### src/rtl/systolic_ctrl.sv
// Sequencer for a SIZE x SIZE systolic MAC datapath: loads SIZE beats into the
// tensor/weight FIFOs, runs the skewed compute phase, then drains results row-major.
module systolic_ctrl #(
    parameter int unsigned SIZE      = 4,
    parameter int unsigned NBITS     = 16,
    parameter int unsigned EXTRA_CYC = 1
) (
    input  logic                    clk,
    input  logic                    rst_n,
    input  logic                    recv_val,
    output logic                    recv_rdy,
    input  logic [SIZE-1:0]         x_fifo_full,
    input  logic [SIZE-1:0]         x_fifo_empty,
    input  logic [SIZE-1:0]         w_fifo_full,
    input  logic [SIZE-1:0]         w_fifo_empty,
    output logic [SIZE-1:0]         x_fifo_wen,
    output logic [SIZE-1:0]         w_fifo_wen,
    output logic [SIZE-1:0]         x_fifo_ren,
    output logic [SIZE-1:0]         w_fifo_ren,
    output logic                    mac_en,
    output logic                    out_en,
    output logic [$clog2(SIZE)-1:0] out_rsel,
    output logic [$clog2(SIZE)-1:0] out_csel,
    input  logic [NBITS-1:0]        s_in,
    output logic                    send_val,
    input  logic                    send_rdy,
    output logic [NBITS-1:0]        send_msg,
    output logic                    busy,
    output logic                    done,
    output logic                    err
);

    localparam int unsigned SEL_W    = $clog2(SIZE);
    localparam int unsigned LAST_CYC = 3 * SIZE - 3 + EXTRA_CYC;
    localparam int unsigned CYC_W    = (LAST_CYC < 1) ? 1 : $clog2(LAST_CYC + 1);

    typedef enum logic [1:0] {
        S_LOAD    = 2'd0,
        S_COMPUTE = 2'd1,
        S_DRAIN   = 2'd2
    } state_t;

    state_t           state;
    logic [SEL_W-1:0] beat;
    logic [CYC_W-1:0] cyc;
    logic [SEL_W-1:0] r;
    logic [SEL_W-1:0] c;
    logic [SIZE-1:0]  ren;
    logic             accept;
    logic             xfer;
    logic             ren_fault;

    // Handshakes: a beat is written to every FIFO in the cycle it is accepted.
    assign recv_rdy = (state == S_LOAD) && !(|x_fifo_full) && !(|w_fifo_full);
    assign accept   = recv_val && recv_rdy;
    assign xfer     = (state == S_DRAIN) && send_rdy;

    assign x_fifo_wen = {SIZE{accept}};
    assign w_fifo_wen = {SIZE{accept}};

    // Lane i is read for SIZE cycles starting at cycle i, giving the diagonal skew.
    for (genvar i = 0; i < SIZE; i++) begin : g_ren
        assign ren[i] = (state == S_COMPUTE) &&
                        (cyc >= CYC_W'(i)) && (cyc < CYC_W'(i + SIZE));
    end

    assign x_fifo_ren = ren;
    assign w_fifo_ren = ren;
    assign ren_fault  = |((ren & x_fifo_empty) | (ren & w_fifo_empty));

    assign mac_en   = (state == S_COMPUTE);
    assign out_en   = (state == S_DRAIN);
    assign send_val = (state == S_DRAIN);
    assign out_rsel = r;
    assign out_csel = c;
    assign send_msg = s_in;
    assign busy     = (state != S_LOAD) || (beat != '0);

    // Phase sequencing; r/c return to zero when the drain completes.
    always_ff @(posedge clk or negedge rst_n) begin
        if (!rst_n) begin
            state <= S_LOAD;
            beat  <= '0;
            cyc   <= '0;
            r     <= '0;
            c     <= '0;
            err   <= 1'b0;
            done  <= 1'b0;
        end else begin
            done <= 1'b0;
            unique case (state)
                S_LOAD: begin
                    if (accept) begin
                        if (beat == SEL_W'(SIZE - 1)) begin
                            beat  <= '0;
                            cyc   <= '0;
                            state <= S_COMPUTE;
                        end else begin
                            beat <= beat + SEL_W'(1);
                        end
                    end
                end
                S_COMPUTE: begin
                    if (ren_fault) begin
                        err <= 1'b1;
                    end
                    if (cyc == CYC_W'(LAST_CYC)) begin
                        cyc   <= '0;
                        r     <= '0;
                        c     <= '0;
                        state <= S_DRAIN;
                    end else begin
                        cyc <= cyc + CYC_W'(1);
                    end
                end
                S_DRAIN: begin
                    if (xfer) begin
                        if (c == SEL_W'(SIZE - 1)) begin
                            c <= '0;
                            if (r == SEL_W'(SIZE - 1)) begin
                                r     <= '0;
                                done  <= 1'b1;
                                state <= S_LOAD;
                            end else begin
                                r <= r + SEL_W'(1);
                            end
                        end else begin
                            c <= c + SEL_W'(1);
                        end
                    end
                end
                default: state <= S_LOAD;
            endcase
        end
    end

endmodule
### config.mk
export PLATFORM = sky130hd
export DESIGN_NAME = systolic_ctrl
export DESIGN_NICKNAME = d
export VERILOG_FILES = /design/src/rtl/systolic_ctrl.sv
export SDC_FILE = /design/constraint.sdc
export NUM_CORES = 1
export LEC_CHECK = 0
export CAP_MARGIN = 20
export CORE_ASPECT_RATIO = 0.7
export CORE_UTILIZATION = 37
export CTS_CLUSTER_DIAMETER = 40
export DETAILED_ROUTE_END_ITERATION = 6
export PLACE_DENSITY = 0.85
export SLEW_MARGIN = 10
export SYNTH_ARGS = -nofsm -noshare
export SYNTH_HDL_FRONTEND = slang
export SYNTH_SLANG_ARGS = --single-unit
### constraint.sdc
create_clock -name clk -period 3.7 [get_ports clk]
set_clock_uncertainty 0.05 [all_clocks]
set_input_delay 0.74 -clock clk [delete_from_list [all_inputs] [get_ports clk]]
set_output_delay 0.74 -clock clk [all_outputs]
set_load 0.005 [all_outputs]
# == Word level (Yosys, flattened, before mapping) ==
# Cells that the tools add are included.
# word_totals
ff_bits,14
input_bits,36
out_inout_bits,43
word_cells,87
# op_classes
add_sub_neg,4
n_lt_le_gt_ge,8
n_eq_ne,12
muxes,24
bitwise,3
reduce_logical,29
# op_table
op,n
$mux 2,13
$lt 4x3->1 const B,4
$logic_and 1x1->1,12
$mux 4,3
$reduce_or 4->1,3
$ne 2x1->1 const B,5
$and 4x4->4,2
$eq 2x2->1 const B,4
$ge 4x1->1 const B,2
$ge 4x2->1 const B,2
$pmux 2 s2,2
$pmux 4 s2,1
$reduce_bool 2->1,4
$add 2x1->2 const B,3
$pmux 2 s3,1
$reduce_and 3->1,2
$reduce_and 6->1,1
$add 4x1->4 const B,1
$eq 4x4->1 const B,1
$mux 1,4
$or 4x4->4,1
$reduce_and 2->1,2
$reduce_and 4->1,1
$eq 2x1->1 const B,1
other kinds (4),5

# == Depth between registers and ports, before layout ==
# Gate-level depths: netlist (run 1).
# logic_depth
depth_word,7
ltp_mapped,6
depth_no_buf,5

# == Worst setup path after synthesis (run 1) ==
# Ideal clock, no wire load.
# synth_path
path_kind,input -> output
start,input port x_fifo_full[1]
end,output port w_fifo_wen[0]
arrival_time_ns,1.503
required_ns,2.910
setup_slack_ns,1.407
path_stages,4
n_path_buf,2
cell_sequence,nor4_4 and4_1 buf_4 buf_4
# synth_via
elab_chain_cells,5
# synth_rtl
item,line_no,source
start: declaration,12,"input logic [SIZE-1:0] x_fifo_full,"
$reduce_or 4->1,54,assign recv_rdy = (state == S_LOAD) && !(|x_fifo_full) && !(|w_fifo_full);
$logic_not 1->1,54,
$logic_and 1x1->1 (2 in series),54,
$logic_and 1x1->1,55,assign accept = recv_val && recv_rdy;
end: declaration,17,"output logic [SIZE-1:0] w_fifo_wen,"
# No other way between the ends.

# == Worst setup path after layout (run 1) ==
# layout_path
start,input port x_fifo_full[0]
end,output port w_fifo_wen[1]
# The elaborated chain is that of the path after synthesis.

==> results of run 1 <==
final timing paths:
| check | start | endpoint | cells after the start |
|---|---|---|---|
| hold reg to reg | err | err | 1 |
| hold / removal | err | err | 1 |
| min in group asynchronous | rst_n | beat[0] | 1 |
| setup reg to reg | state[1] | beat[0] | 4 |
| setup / recovery | x_fifo_full[0] | w_fifo_wen[1] | 4 |
| max in group asynchronous | rst_n | out_rsel[0] | 1 |
cell usage after synthesis (3+ instances only):
library cell	n
nand3_1	7
ha_1	4
inv_1	4
buf_4	30
xnor2_1	3
dfrtp_1	14
nand2_1	16
buf_2	3
o21ai_0	5
nor3_1	5
o21ai_1	9
nor2_1	4
state kept, by name, summed over array words and instances (netlist names):
name,flops
cyc,4
done,1
beat,2
state,2
err,1
out_csel,2
out_rsel,2
kinds of logic (layout without fill, tap and decap cells):
family / count (synthesis) / in the layout
simple gates: 45 / 45
buf+inv: 39 / 54
compound gates: 22 / 22
flops: 14 / 14
fa+ha+maj: 4 / 4
xor+xnor: 3 / 3
metrics by stage:
stage                     power, mW  worst slack [ps]  instances  instance area (sq um)
after global placement       0.5210             390.4        175                   1355
after floorplan              0.4482              1407        127                   1101
after detailed placement     0.5347             317.9        175                   1355
final                        0.6587             322.4        178                   1396
after global routing         0.7062             229.1        178                   1396
after CTS                    0.6635             311.0        178                   1396
power by group through the flow:
stage	clock, mW	combinational, mW	sequential [mW]
after detailed placement	0	0.271	0.264
after global placement	0	0.260	0.261
after global routing	0.134	0.298	0.275
after CTS	0.126	0.273	0.264
final	0.122	0.273	0.264
after floorplan	0	0.225	0.224
layout by cell type (no fill, tap or decap), drive strengths merged, types with 4 or more instances in the layout:
cell type / Yosys / layout
inv: 5 / 5
nor2: 4 / 4
o21ai: 14 / 14
nand3: 7 / 7
clkdlybuf4s50: 0 / 46
ha: 4 / 4
dfrtp: 14 / 14
nor3: 5 / 5
nand2: 16 / 16
routing by layer:
metal,track usage (%),vias to the layer above,share of wire [%]
li1,-,432,-
met5,0,-,0
met1,17.89,421,44
met2,23.60,41,47
met4,5.532,0,0.63
met3,5.238,6,9.1
worst register-to-register path, delay by kind of cell, from the launching register on:
kind	cells	cell delay, ps
simple gates	3	850
flops	1	440
compound gates	1	110
area by class of cell:
type | instances | area share, %
Multi-Input combinational cell | 74 | 34.23
Timing Repair Buffer | 46 | 32.97
Sequential cell | 14 | 25.09
Tap cell | 36 | 3.226
Clock buffer | 3 | 2.957
Inverter | 5 | 1.523
==> metrics.md, run 1 <==
| Metric | Value |
|---|---|
| Pwr Density | `~470 nW/um^2` |
| Number of global-route vias before repair | `787` |
| Most used DFF post-synth | `dfrtp_1` |
| Antenna Nets Post-Route | `0` |
| Pre-Repair DR Iteration Count | `4` |
| Post-CTS Setup Bufs | `0` |
| Total grt overflow | `0` |
| Fmax | `296.1 MHz` |
| Global-route wire length before repair | `3381 um` |
| Largest family of logic cells by synthesized area | `buffers and inverters` |
| Worst path cell trace | `clkdlybuf4s50_1 > nor4_4 > and4_1 > clkdlybuf4s50_1` |
| CTS Sinks | `14` |
| CP bufs+invs | `2` |
| Layout filler cell count | `254` |
| Min-Delay Path Class | `reg2reg` |
| Clock root cell | `clkbuf_8` |
| Crit-path max FO | `12` |
| Slowest cell on crit path | `clkdlybuf4s50_1` |
| Pint | `414.3 uW` |
| Leading area contributor after synthesis | `dfrtp_1` |
| Clk pwr share | `18.5%` |
| Worst Tran Pin Value | `653.7 ps` |
| Post-DP HPWL | `1850 um` |
| Fin. Hold Viols | `0` |
| Synth Instances | `approximately 130` |
| R2r setup slk | `2180 ps` |
| Final-report setup violation count | `0` |
| Unique masters post-synth | `30` |
| Area growth, synth to finish | `26.82%` |
| Unrepaired setup endpoints after global routing | `false` |
| Async SR Flop Fraction | `100.0%` |
| Num ports | `79` |
| Synth Warn # | `0` |
| Core area | `~2800 sq um` |
| Initial antenna violation count | `0` |
| Die extent in y | `47.64 um` |
| Worst EP required | `2910 ps` |
| FF+latch count, synth | `14` |
| Routability cong. | `0.6899` |
| CP top delay family | `buffers and inverters` |
| Routed vias/inst | `5.056` |
| Compound-gate portion of the synthesized area | `12.95%` |
| Relative slew slack | `approximately 56%` |
| TritonCTS clock tree | `done` |
| Cells taking the most area after synthesis | `dfrtp_1 (32%), buf_4 (20%), nand2_1 (5.5%)` |
| Total negative slack | `0 ps` |
| EDFF count, synth | `0` |
| Simple-gate portion of the synthesized area | `between 20% and 30%` |
| Share of the synthesized area in the top cell type | `about a third` |
| Sequential Power Share | `~40%` |
| Share of layout cells above drive strength 1 | `between 5 and 6%` |
| Xor-xnor portion of the synthesized cell area | `2.386%` |
| Sequential cell area fraction in the yosys report | `31.82%` |
| Data arrival, critical path | `2590 ps` |
| Synth Net Count | `between 150 and 200` |
| Multi-input logic area | `between 400 and 500 sq um` |
| Vias | `900` |
| Antenna Cells | `0` |
| Mux cell area share after synthesis | `0%` |
| Die X | `67.20 um` |
| Drt wl/cell | `13.35 um` |
| Sw frac | `between 30% and 40%` |
| Final WL | `~2400 um` |
| GRT Util Overall | `between 10% and 20%` |
| Period utilization | `91.29%` |
| Most used cell, CP | `clkdlybuf4s50_1` |
| Clk_lat worst skew | `240 ps` |
| P_leak | `0.5492 nW` |
| Largest net degree at the start of global routing | `15` |
| Cts bufs inserted | `3` |
| # hold bufs at CTS | `0` |
| CTS resizes | `0` |
| Clk pin slew, worst setup/hold paths | `60 ps` |
| Post-route DRC | `0` |
| Final min period | `roughly 3400 ps` |
| Adder-Cell Fraction of Synth Area | `between 4 and 5%` |
| Syn Area/Cell | `8.670 sq um` |
| Kind of critical path | `in2out` |
| Final core occ | `49.82%` |
| Hold_ws | `446.7 ps` |
| # H-tree levels | `1` |
| Synthesized area | `1101 sq um` |
| Switching pwr | `244.4 uW` |
| Port bufs | `46` |
| # Max-Cap Violations | `0` |
| Startpoint types | `primary input` |
| Status | `complete, no violations` |
| 1st-iter DRT viols | `22` |
| Sequential cell area | `about 350 sq um` |
| Logic pwr share | `between 40 and 50%` |
| Largest stage delay, worst path | `590 ps` |
| Row count | `16` |
| VDD IR-drop max | `roughly 0.26 mV` |
| Nets@finish | `184` |
| Slew Limit Fails | `0` |
| Max clock buf depth | `2` |
| DIE AREA | `about 3200 sq um` |
| Initial Util | `39.29%` |
| CP Capture Type | `primary output` |
Power figures use the tool's default switching activity.
==> inputs of run 2 (changes only) <==
- CAP_MARGIN: 20 -> unset
- CORE_MARGIN: unset -> 5
- REMOVE_ABC_BUFFERS: unset -> 1
==> run 2 against run 1 <==
Net effect:
- core utilization is 0.13 points higher
- count of clock-buffer cells in the layout is 1 higher
- combinational power hardly changed
- total power is 3.4% higher
- fmax is 1.3% higher
- critical path depth stayed put
- sequential share of layout area is 0.24 points lower
- global-route usage is 1.8 points lower
- register-to-register slack hardly changed
- flip-flop and latch count stayed put
- final area is 0.99% higher
- final cell count is 0.56% higher
- critical path type unchanged
- critical endpoint is now x_fifo_wen[3]
- largest cell class unchanged
==> metrics.md, run 2 (synthesis gave the netlist of run 1 again) <==
| Metric | Value |
|---|---|
| Status | `complete, no violations` |
| Sw frac | `35.77%` |
| Routability cong. | `slightly above 0.8` |
| Post-CTS Setup Bufs | `0` |
| Top reg by flops | `cyc` |
| Pint | `437.3 uW` |
| Share of layout cells above drive strength 1 | `6.294%` |
| GRT met2 Usage | `18.24%` |
| P_leak | `about 0.56 nW` |
| Post-DP Area | `1355 sq um` |
| CTS resizes | `0` |
| Initial antenna violation count | `0` |
| TritonCTS clock tree | `done` |
| Worst slack, placed | `around 350 ps` |
| Number of global-route vias before repair | `920` |
| 1st-iter DRT viols | `39` |
| DIE AREA | `4184 sq um` |
| # Max-Cap Violations | `0` |
| VDD IR-drop max | `~0.16 mV` |
| Final Power | `680.9 uW` |
| Slew Limit Fails | `0` |
| Grt peak-use layer | `met2` |
| Layout Cells excl Fill | `179` |
| Sequential Power Share | `38.5%` |
| Final WL | `2625 um` |
| M3 GR Usage | `~8%` |
| Post-route DRC | `0` |
| Antenna Nets Post-Route | `0` |
| Cell area after layout | `1410 sq um` |
| Clk pwr share | `a little over a fifth` |
| CP Capture Type | `primary output` |
| Core area | `2823 sq um` |
| Max clock buf depth | `2` |
| Port bufs | `46` |
| Nets@finish | `184` |
| # H-tree levels | `1` |
| Unrepaired setup endpoints after global routing | `false` |
| Logic pwr share | `between 40% and 50%` |
| Die extent in y | `55.64 um` |
| # hold bufs at CTS | `0` |
| Worst setup margin | `366.3 ps` |
| Largest net degree at the start of global routing | `15` |
| Num ports | `79` |
| Crit-path max FO | `12` |
| Relative slew slack | `58.55%` |
| Final min period | `3334 ps` |
| Clock root cell | `clkbuf_8` |
| CTS Sinks | `14` |
| Hold_ws | `around 430 ps` |
| Cts bufs inserted | `3` |
| Clk pin slew, worst setup/hold paths | `~60 ps` |
| Data arrival, critical path | `~2500 ps` |
| Vias | `924` |
| Final core occ | `between 40% and 50%` |
| Switching pwr | `243.5 uW` |
| Total negative slack | `0 ps` |
| Fmax | `300.0 MHz` |
| Final-report setup violation count | `0` |
| Die X | `between 70 and 80 um` |
| Fin. Hold Viols | `0` |
| Total grt overflow | `0` |
| Pre-Repair DR Iteration Count | `4` |
| Worst EP required | `2910 ps` |
| Most common cell after layout, fill and taps aside | `clkdlybuf4s50_1` |
| Layout filler cell count | `264` |
| Global-route wire length before repair | `around 4200 um` |
| Period utilization | `around nine tenths` |
| Kind of critical path | `in2out` |
| Max reg flops | `4` |
| Placed cells | `approximately 180` |
| Startpoint types | `primary input` |
| Drt wl/cell | `14.66 um` |
| GRT Util Overall | `about 13%` |
| Antenna Cells | `0` |
| Routed vias/inst | `5.162` |
| Row count | `16` |
| Most frequent cells in the layout | `clkdlybuf4s50_1 (46), nand2_1 (16), dfrtp_1 (14)` |
| Pwr Density | `482.8 nW/um^2` |
| Clk_lat worst skew | `240 ps` |
| Initial Util | `39.01%` |
| Worst Tran Pin Value | `619.8 ps` |
| Area growth, synth to finish | `28.07%` |
| Post-DP HPWL | `2156 um` |
| Met1 Resource Use GR | `15.47%` |
| Min-Delay Path Class | `reg2reg` |
[run 2: cell types whose count changed in the layout (fill, tap and decap cells not counted)]
cell | previous run | this run
clkbuf_8 | 3 | 4
[run 2: layer usage]
metal / share of wire, % / wire (um)
met1: 41 / 1083
met2: 45 / 1170
met3: 14 / 361
met4: 0.38 / 10
met5: 0 / 0
[run 2: power by group through the flow]
stage	sequential [mW]	combinational, mW	clock [mW]
3_3_place_gp	0.259	0.262	0
3_5_place_dp	0.263	0.276	0
6_report	0.262	0.274	0.144
2_1_floorplan	0.249	0.161	0
4_1_cts	0.261	0.277	0.149
5_1_grt	0.272	0.300	0.156
[run 2: path summary, 6_finish.rpt]
path                            endpoint           start  slack [ps]  cells after the start
max                        x_fifo_wen[3]  x_fifo_full[1]         370                      4
min                                  err             err         430                      1
max reg2reg                       cyc[2]        state[1]        2190                      5
min reg2reg                          err             err         430                      1
max in group asynchronous        beat[1]           rst_n        2360                      1
min in group asynchronous    out_rsel[0]           rst_n         840                      1
[run 2: layout make-up]
cell class	count	area (sq um)	area share [%]
inverters	5	21.27	1.508
repair buffers	46	460.4	32.65
well taps	36	45.04	3.194
flip-flops and latches	14	350.3	24.84
multi-input cells	74	478.0	33.90
clock buffers	4	55.05	3.904
[run 2: worst max-delay path: stages]
cell	delay (ps)
clkdlybuf4s50_1	440
nor4_4	340
and4_1	440
clkdlybuf4s50_1	580
==> inputs of run 3 (changes only) <==
- CORE_UTILIZATION: 37 -> 45
- DONT_BUFFER_PORTS: unset -> 1
- PLACE_DENSITY: 0.85 -> unset
==> run 3 against run 2 <==
Net effect:
- fmax rose by 38%
- sequential power up 2%
- final cell count shrank 27%
- sequential share of layout area up 13 points
- highest routed layer is now met3
- first-iteration DRC count decreased by 54%
- clock power decreased by 26%
- largest power group is now registers
- flip-flop and latch count unchanged
- count of clock-buffer cells in the layout stayed put
- wire length down 18%
- register-to-register slack got worse by 90 ps
- critical path depth shrank 2
==> metrics.md, run 3 (synthesis gave the netlist of run 1 again) <==
| Metric | Value |
|---|---|
| Status | `complete, no violations` |
| # hold bufs at CTS | `0` |
| Worst EP required | `2910 ps` |
| Sequential cell area | `350.3 sq um` |
| Layout filler cell count | `262` |
| Vias | `between 700 and 800` |
| Core area | `roughly 2400 sq um` |
| Area growth, synth to finish | `-15.68%` |
| Top reg by flops | `cyc` |
| Antenna Nets Post-Route | `0` |
| Max reg flops | `4` |
| Hold_ws | `just over 100 ps` |
| TritonCTS clock tree | `done` |
| Worst path cell trace | `nor4_4 > and4_1` |
| Clk_lat worst skew | `approximately 270 ps` |
| Fin. Hold Viols | `0` |
| # Max-Cap Violations | `0` |
| Final-report setup violation count | `0` |
| Worst reg2reg path startpoint | `state[1]` |
| Post-route DRC | `0` |
| Worst Tran Pin Value | `around 530 ps` |
| Largest net degree at the start of global routing | `15` |
| GRT Util Overall | `12.23%` |
| VDD IR-drop max | `around 0.25 mV` |
| CTS Sinks | `14` |
| 1st-iter DRT viols | `18` |
| CP top delay family | `simple AND/OR/NAND/NOR gates` |
| Global-route wire length before repair | `3456 um` |
| Initial antenna violation count | `0` |
| Most frequent cells in the layout | `nand2_1 (16), dfrtp_1 (14), o21ai_1 (9)` |
| Slowest cell on crit path | `and4_1` |
| Min-Delay Path Class | `in2async` |
| DIE AREA | `3552 sq um` |
| CP Depth | `2` |
| Die X | `69.12 um` |
| Routability cong. | `0.7568` |
| Clk pin slew, worst setup/hold paths | `80 ps` |
| Pwr Density | `597.3 nW/um^2` |
| CTS resizes | `0` |
| Unrepaired setup endpoints after global routing | `false` |
| Drt wl/cell | `16.37 um` |
| Initial Util | `a little under half` |
| Largest stage delay, worst path | `580 ps` |
| Data arrival, critical path | `1630 ps` |
| Pre-Repair DR Iteration Count | `4` |
| Period utilization | `65.47%` |
| Share of layout cells above drive strength 1 | `between 9 and 10%` |
| Post-CTS Setup Bufs | `0` |
| Kind of critical path | `in2out` |
| Total grt overflow | `0` |
| Routed vias/inst | `5.611` |
| Multi-input logic area | `about 480 sq um` |
| Slew Limit Fails | `0` |
| Post-DP HPWL | `1747 um` |
| Total negative slack | `0 ps` |
| Final min period | `2423 ps` |
| Number of global-route vias before repair | `approximately 730` |
| Startpoint types | `primary input` |
| Worst Reg-to-Reg Cells | `4` |
| Row count | `15` |
| Most common cell after layout, fill and taps aside | `nand2_1` |
| Fmax | `412.8 MHz` |
| Antenna Cells | `0` |
| R2r endpoint | `beat[1]` |
| Cts bufs inserted | `3` |
| Nets@finish | `138` |
| CP Capture Type | `primary output` |
| Relative slew slack | `about two thirds` |
| Max clock buf depth | `2` |
| # H-tree levels | `1` |
| Final WL | `2144 um` |
| Clock root cell | `clkbuf_4` |
| Final Power | `554.5 uW` |
| Num ports | `79` |
| R2r setup slk | `2100 ps` |
| Die extent in y | `51.39 um` |
| Crit-path max FO | `12` |
| Port bufs | `0` |
| P_leak | `about 0.38 nW` |
| CP bufs+invs | `0` |
## run 3: power breakdown
part / internal, mW / switching (mW)
clock: 0.0598 / 0.0462
sequential: 0.196 / 0.0695
combinational: 0.0844 / 0.0984
total: 0.340 / 0.214
## run 3: area by class of cell
type | instances | share of cell area (%)
Inverter | 5 | 2.291
Sequential cell | 14 | 37.74
Multi-Input combinational cell | 74 | 51.48
Clock buffer | 4 | 3.908
Tap cell | 34 | 4.582
## run 3: worst max-delay path by stage
stage	start	to	slack (ps)
3_5_place_dp	x_fifo_full[1]	w_fifo_wen[0]	1290
4_1_cts	x_fifo_full[1]	w_fifo_wen[0]	1280
5_1_grt	state[1]	w_fifo_wen[0]	1200
6_report	x_fifo_full[1]	w_fifo_wen[0]	1280
2_1_floorplan	x_fifo_full[1]	w_fifo_wen[0]	1350
3_3_place_gp	x_fifo_full[1]	w_fifo_wen[0]	1300
## run 3: per-stage QoR
| stage | utilization (%) | worst slack, ps | instances | cell area, sq um |
|---|---|---|---|---|
| floorplan | - | 1352 | 93 | 849.6 |
| global placement | 37.14 | 1301 | 127 | 892.1 |
| detailed placement | 37.14 | 1288 | 127 | 892.1 |
| CTS | 38.65 | 1281 | 131 | 928.4 |
| global route | 38.65 | 1200 | 131 | 928.4 |
| finish | 38.65 | 1277 | 131 | 928.4 |
## run 3: per-layer routing
layer	global-route usage, %	share of wire [%]	vias to the layer above
met1	14.73	46	341
met4	0.9740	0	0
met2	16.93	39	51
met3	10.61	15	0
met5	0	0	-
li1	-	-	343
==> variant 1: new RTL, settings of run 3 <==
Change the parameter `NBITS` from 16 to 18.
--- a/src/rtl/systolic_ctrl.sv
+++ b/src/rtl/systolic_ctrl.sv
@@ -2,7 +2,7 @@
 // tensor/weight FIFOs, runs the skewed compute phase, then drains results row-major.
 module systolic_ctrl #(
     parameter int unsigned SIZE      = 4,
-    parameter int unsigned NBITS     = 16,
+    parameter int unsigned NBITS     = 18,
     parameter int unsigned EXTRA_CYC = 1
 ) (
     input  logic                    clk,
Ports: changed (resized s_in and send_msg); port bits go from 79 to 83. No check against the original RTL was run, so the function may have changed too.
==> variant 1 against run 3 <==
Final area unchanged; sequential cell count unchanged; via count fell by 4.2%; final cell count unchanged; power up 0.57%; routed wire length increased by 3.4%; worst setup slack better by 0.0091 ns; clock power grew 4%; synthesized area is 1.4% higher; utilization fell by 0.30 points; critical path type unchanged.
==> variant 1: results <==
metrics = {
    "status": {
        "outcome": "finished clean",
    },
    "placed_design": {
        "gp_congestion": 0.830,
        "place_hpwl_um": 1790,
    },
    "logic_synthesis": {
        "synth_top_cells_by_count": "buf_4 (32), nand2_1 (16), dfrtp_1 (14), o21ai_1 (9), nand3_1 (7)",
        "yosys_warnings": 0,
        "synth_area_leaders": "dfrtp_1 (31%), buf_4 (22%), nand2_1 (5.4%)",
        "synth_flop_cell": "dfrtp_1",
        "synth_seq_area_share_pct": 31.4,
    },
    "power": {
        "vdd_drop_max_mv": 0.178,
    },
    "grt": {
        "track_usage_pct": 13.0,
        "antenna_found_initial": 0,
        "grt_pass1_vias": 694,
        "grt_pass1_wl_um": 3480,
        "grt_max_degree": 15,
    },
    "finish": {
        "nNetsFinal": 140,
        "largest_reg_flops": 4,
        "diodes": 0,
        "drive_gt1_share_pct": 9.28,
    },
    "clocking": {
        "cts_buffers": 3,
        "cts_resized": 0,
        "clock_path_buffers": 2,
    },
    "setup_path": {
        "critPathTopFamily": "simple AND/OR/NAND/NOR gates",
        "slowest_stage": "and4_1",
        "cp.arrival_ns": 1.62,
        "start_kind": "input pin",
        "crit_path_max_fanout": 12,
    },
    "drt": {
        "drt_iter0_markers": 37,
        "vias_per_cell": 5.37,
        "finalWirelength_um": 2220,
    },
    "sta": {
        "slew_headroom_pct": 64.8,
    },
}
==> variant 1: cell count changes after synthesis, sizes merged <==
cell and delta:
buf +2
==> variant 1: logic make-up after synthesis <==
logic type | share of synthesized area (%)
buffers and inverters | 25.8
AND/OR/NAND/NOR | 23.2
AO/OA/AOI/OAI | 12.8
XOR/XNOR | 2.35
adder cells (fa/ha/maj) | 4.48
flip-flops | 31.4
==> variant 1: layout make-up <==
type / instances / area (um2)
Multi-Input combinational cell: 74 / 478
Sequential cell: 14 / 350
Clock buffer: 4 / 36.3
Inverter: 5 / 21.3
Fill cell: 241 / 1490
Tap cell: 34 / 42.5
==> variant 1: worst paths after layout <==
path                            slack (ns)  depth (start not counted)             to      startpoint
worst min-delay path                  0.09                          0    out_csel[0]           rst_n
worst min register to register        0.45                          1           done        state[0]
max in group asynchronous             3.43                          0         cyc[1]           rst_n
worst max-delay path                  1.29                          2  w_fifo_wen[0]  x_fifo_full[1]
worst max register to register        2.09                          4        beat[1]        state[1]
min in group clk                      0.45                          1           done        state[0]
==> variant 1: metrics by stage <==
step / utilization (%) / setup slack, ns / instance area, um2 / hold slack [ns] / instances
detailed placement: 36.8 / 1.29 / 892 / 0.395 / 127
global placement: 36.8 / 1.31 / 892 / 0.395 / 127
finish: 38.3 / 1.29 / 928 / 0.0925 / 131
global route: 38.3 / 1.15 / 928 / 0.0632 / 131
CTS: 38.3 / 1.29 / 928 / 0.0775 / 131
floorplan: - / 1.35 / 850 / 0.394 / 93
==> variant 1: layer usage <==
metal  part of all wire (%)  wire [um]  up-vias  GRT usage (%)
li1                       -          -      340              -
met1                     38        848      300           13.2
met2                     37        812       56           15.7
met3                     22        492        6           15.3
met4                   0.95         21        2           4.22
met5                    1.9         42        -           9.52
==> variant 1: power by group <==
| group | switching (W) | internal (W) | total, W |
|---|---|---|---|
| registers | 0.0000673 | 0.000196 | 0.000263 |
| clock network | 0.0000502 | 0.0000598 | 0.000110 |
| logic | 0.0000997 | 0.0000845 | 0.000184 |
| total | 0.000217 | 0.000341 | 0.000558 |
==> variant 2: new RTL, config.mk and constraints of run 3 <==
Made on the original files. Encoding of `state_t`: now one-hot (3 bits for 3 states).
--- a/src/rtl/systolic_ctrl.sv
+++ b/src/rtl/systolic_ctrl.sv
@@ -34,10 +34,10 @@
     localparam int unsigned LAST_CYC = 3 * SIZE - 3 + EXTRA_CYC;
     localparam int unsigned CYC_W    = (LAST_CYC < 1) ? 1 : $clog2(LAST_CYC + 1);
 
-    typedef enum logic [1:0] {
-        S_LOAD    = 2'd0,
-        S_COMPUTE = 2'd1,
-        S_DRAIN   = 2'd2
+    typedef enum logic [2:0] {
+        S_LOAD    = 3'b001,
+        S_COMPUTE = 3'b010,
+        S_DRAIN   = 3'b100
     } state_t;
 
     state_t           state;
Function: same outputs for any inputs over 10 cycles, from zero or initial values and one cycle with rst_n low; not proved beyond that.
==> variant 2 against run 3 <==
Sequential cell count up 1; synthesized cell count unchanged; first-iteration DRC count up 89%; synthesized area up 3.4%; routed wire length up 9.0%; worst setup slack worse by 0.16 ns; final area up 4.6%; critical path type is now reg2out; critical endpoint unchanged; largest cell class unchanged.
Power is not compared: it rests on default switching activity, and its combinational part moved more than twofold at a synthesized area within 25%.
==> variant 2: results <==
metrics = {
    "grt": {
        "track_usage_pct": 13.2,
        "met2_usage_pct": 18.7,
        "use_met3_pct": 11.2,
        "use_met1_pct": 15.3,
        "grt_max_degree": 16,
        "grt_pass1_wl_um": 3680,
        "grt_pass1_vias": 728,
    },
    "setup_path": {
        "crit_path_max_fanout": 14,
        "r2r_slack_ns": 1.85,
        "cp.arrival_ns": 1.80,
        "max_stage_delay_ns": 0.63,
        "ff2ff_path_depth": 3,
        "r2r-end": "state[1]",
        "crit_path_start": "state[0]",
    },
    "finish": {
        "inverters": 3,
        "sh_seq_area_pct": 38.8,
        "seq_cell_count": 15,
        "nNetsFinal": 139,
        "multi_input_area_share_pct": 53.0,
        "finalNonFillerCells": 132,
        "clock_area_share_pct": 2.71,
        "multi_input_comb_cells": 76,
    },
    "drt": {
        "drtPass1Iterations": 4,
        "met3_length_um": 309,
        "dr_total_vias": 762,
        "finalWirelength_um": 2340,
        "wl_met2_um": 1040,
        "drt_iter0_markers": 34,
    },
    "logic_synthesis": {
        "synth-xor-area-share_pct": 2.31,
        "syn_avg_cell_area_um2": 8.97,
        "synth_compound_area_share_pct": 16.6,
        "synth.distinct_cells": 37,
        "synth_seq_area_share_pct": 33.1,
        "synth_fa_ha_area_share_pct": 4.40,
        "synth_top_cells_by_count": "buf_4 (29), nor2_1 (15), dfrtp_1 (14), a22o_1 (7), o21ai_0 (7)",
        "synth_area_leaders": "dfrtp_1 (31%), buf_4 (19%), a22o_1 (5.4%)",
        "muxShareOfSynthArea_pct": 0.879,
    },
    "placed_design": {
        "place_area_um2": 945,
        "gp_congestion": 0.699,
        "place_hpwl_um": 1800,
    },
    "sta": {
        "worstMarginPinSlew_ns": 0.583,
        "hold_slack_ns": 0.0941,
    },
    "clocking": {
        "cts.htree.levels": 1,
        "path_clk_slew_ns": 0.09,
        "cts_buffers": 3,
    },
    "status": {
        "outcome": "finished clean",
    },
    "power": {
        "power_leakage_nw": 0.394,
    },
}
==> variant 2: cell count changes after synthesis, moves of 3 or more <==
| cell | before | now |
|---|---|---|
| nand2_1 | 16 | 4 |
| nor2_1 | 4 | 15 |
| o21ai_1 | 9 | 0 |
| a22o_1 | 0 | 7 |
| nand3_1 | 7 | 2 |
| a21oi_1 | 1 | 5 |
| nor4_1 | 0 | 4 |
| nor3_1 | 5 | 2 |
| o2bb2ai_1 | 0 | 3 |
==> variant 2: where the power goes <==
part           switching, W  internal [W]
clock network     0.0000507     0.0000418
registers        0.00000717      0.000167
logic            0.00000814    0.00000963
==> variant 2: metrics by stage <==
step | total power [W] | worst slack, ns | util [%]
global route | 0.000303 | 0.943 | 39.8
global placement | 0.000195 | 1.16 | 38.7
detailed placement | 0.000196 | 1.14 | 38.7
floorplan | 0.000192 | 1.27 | -
CTS | 0.000291 | 1.07 | 39.8
finish | 0.000285 | 1.11 | 39.8
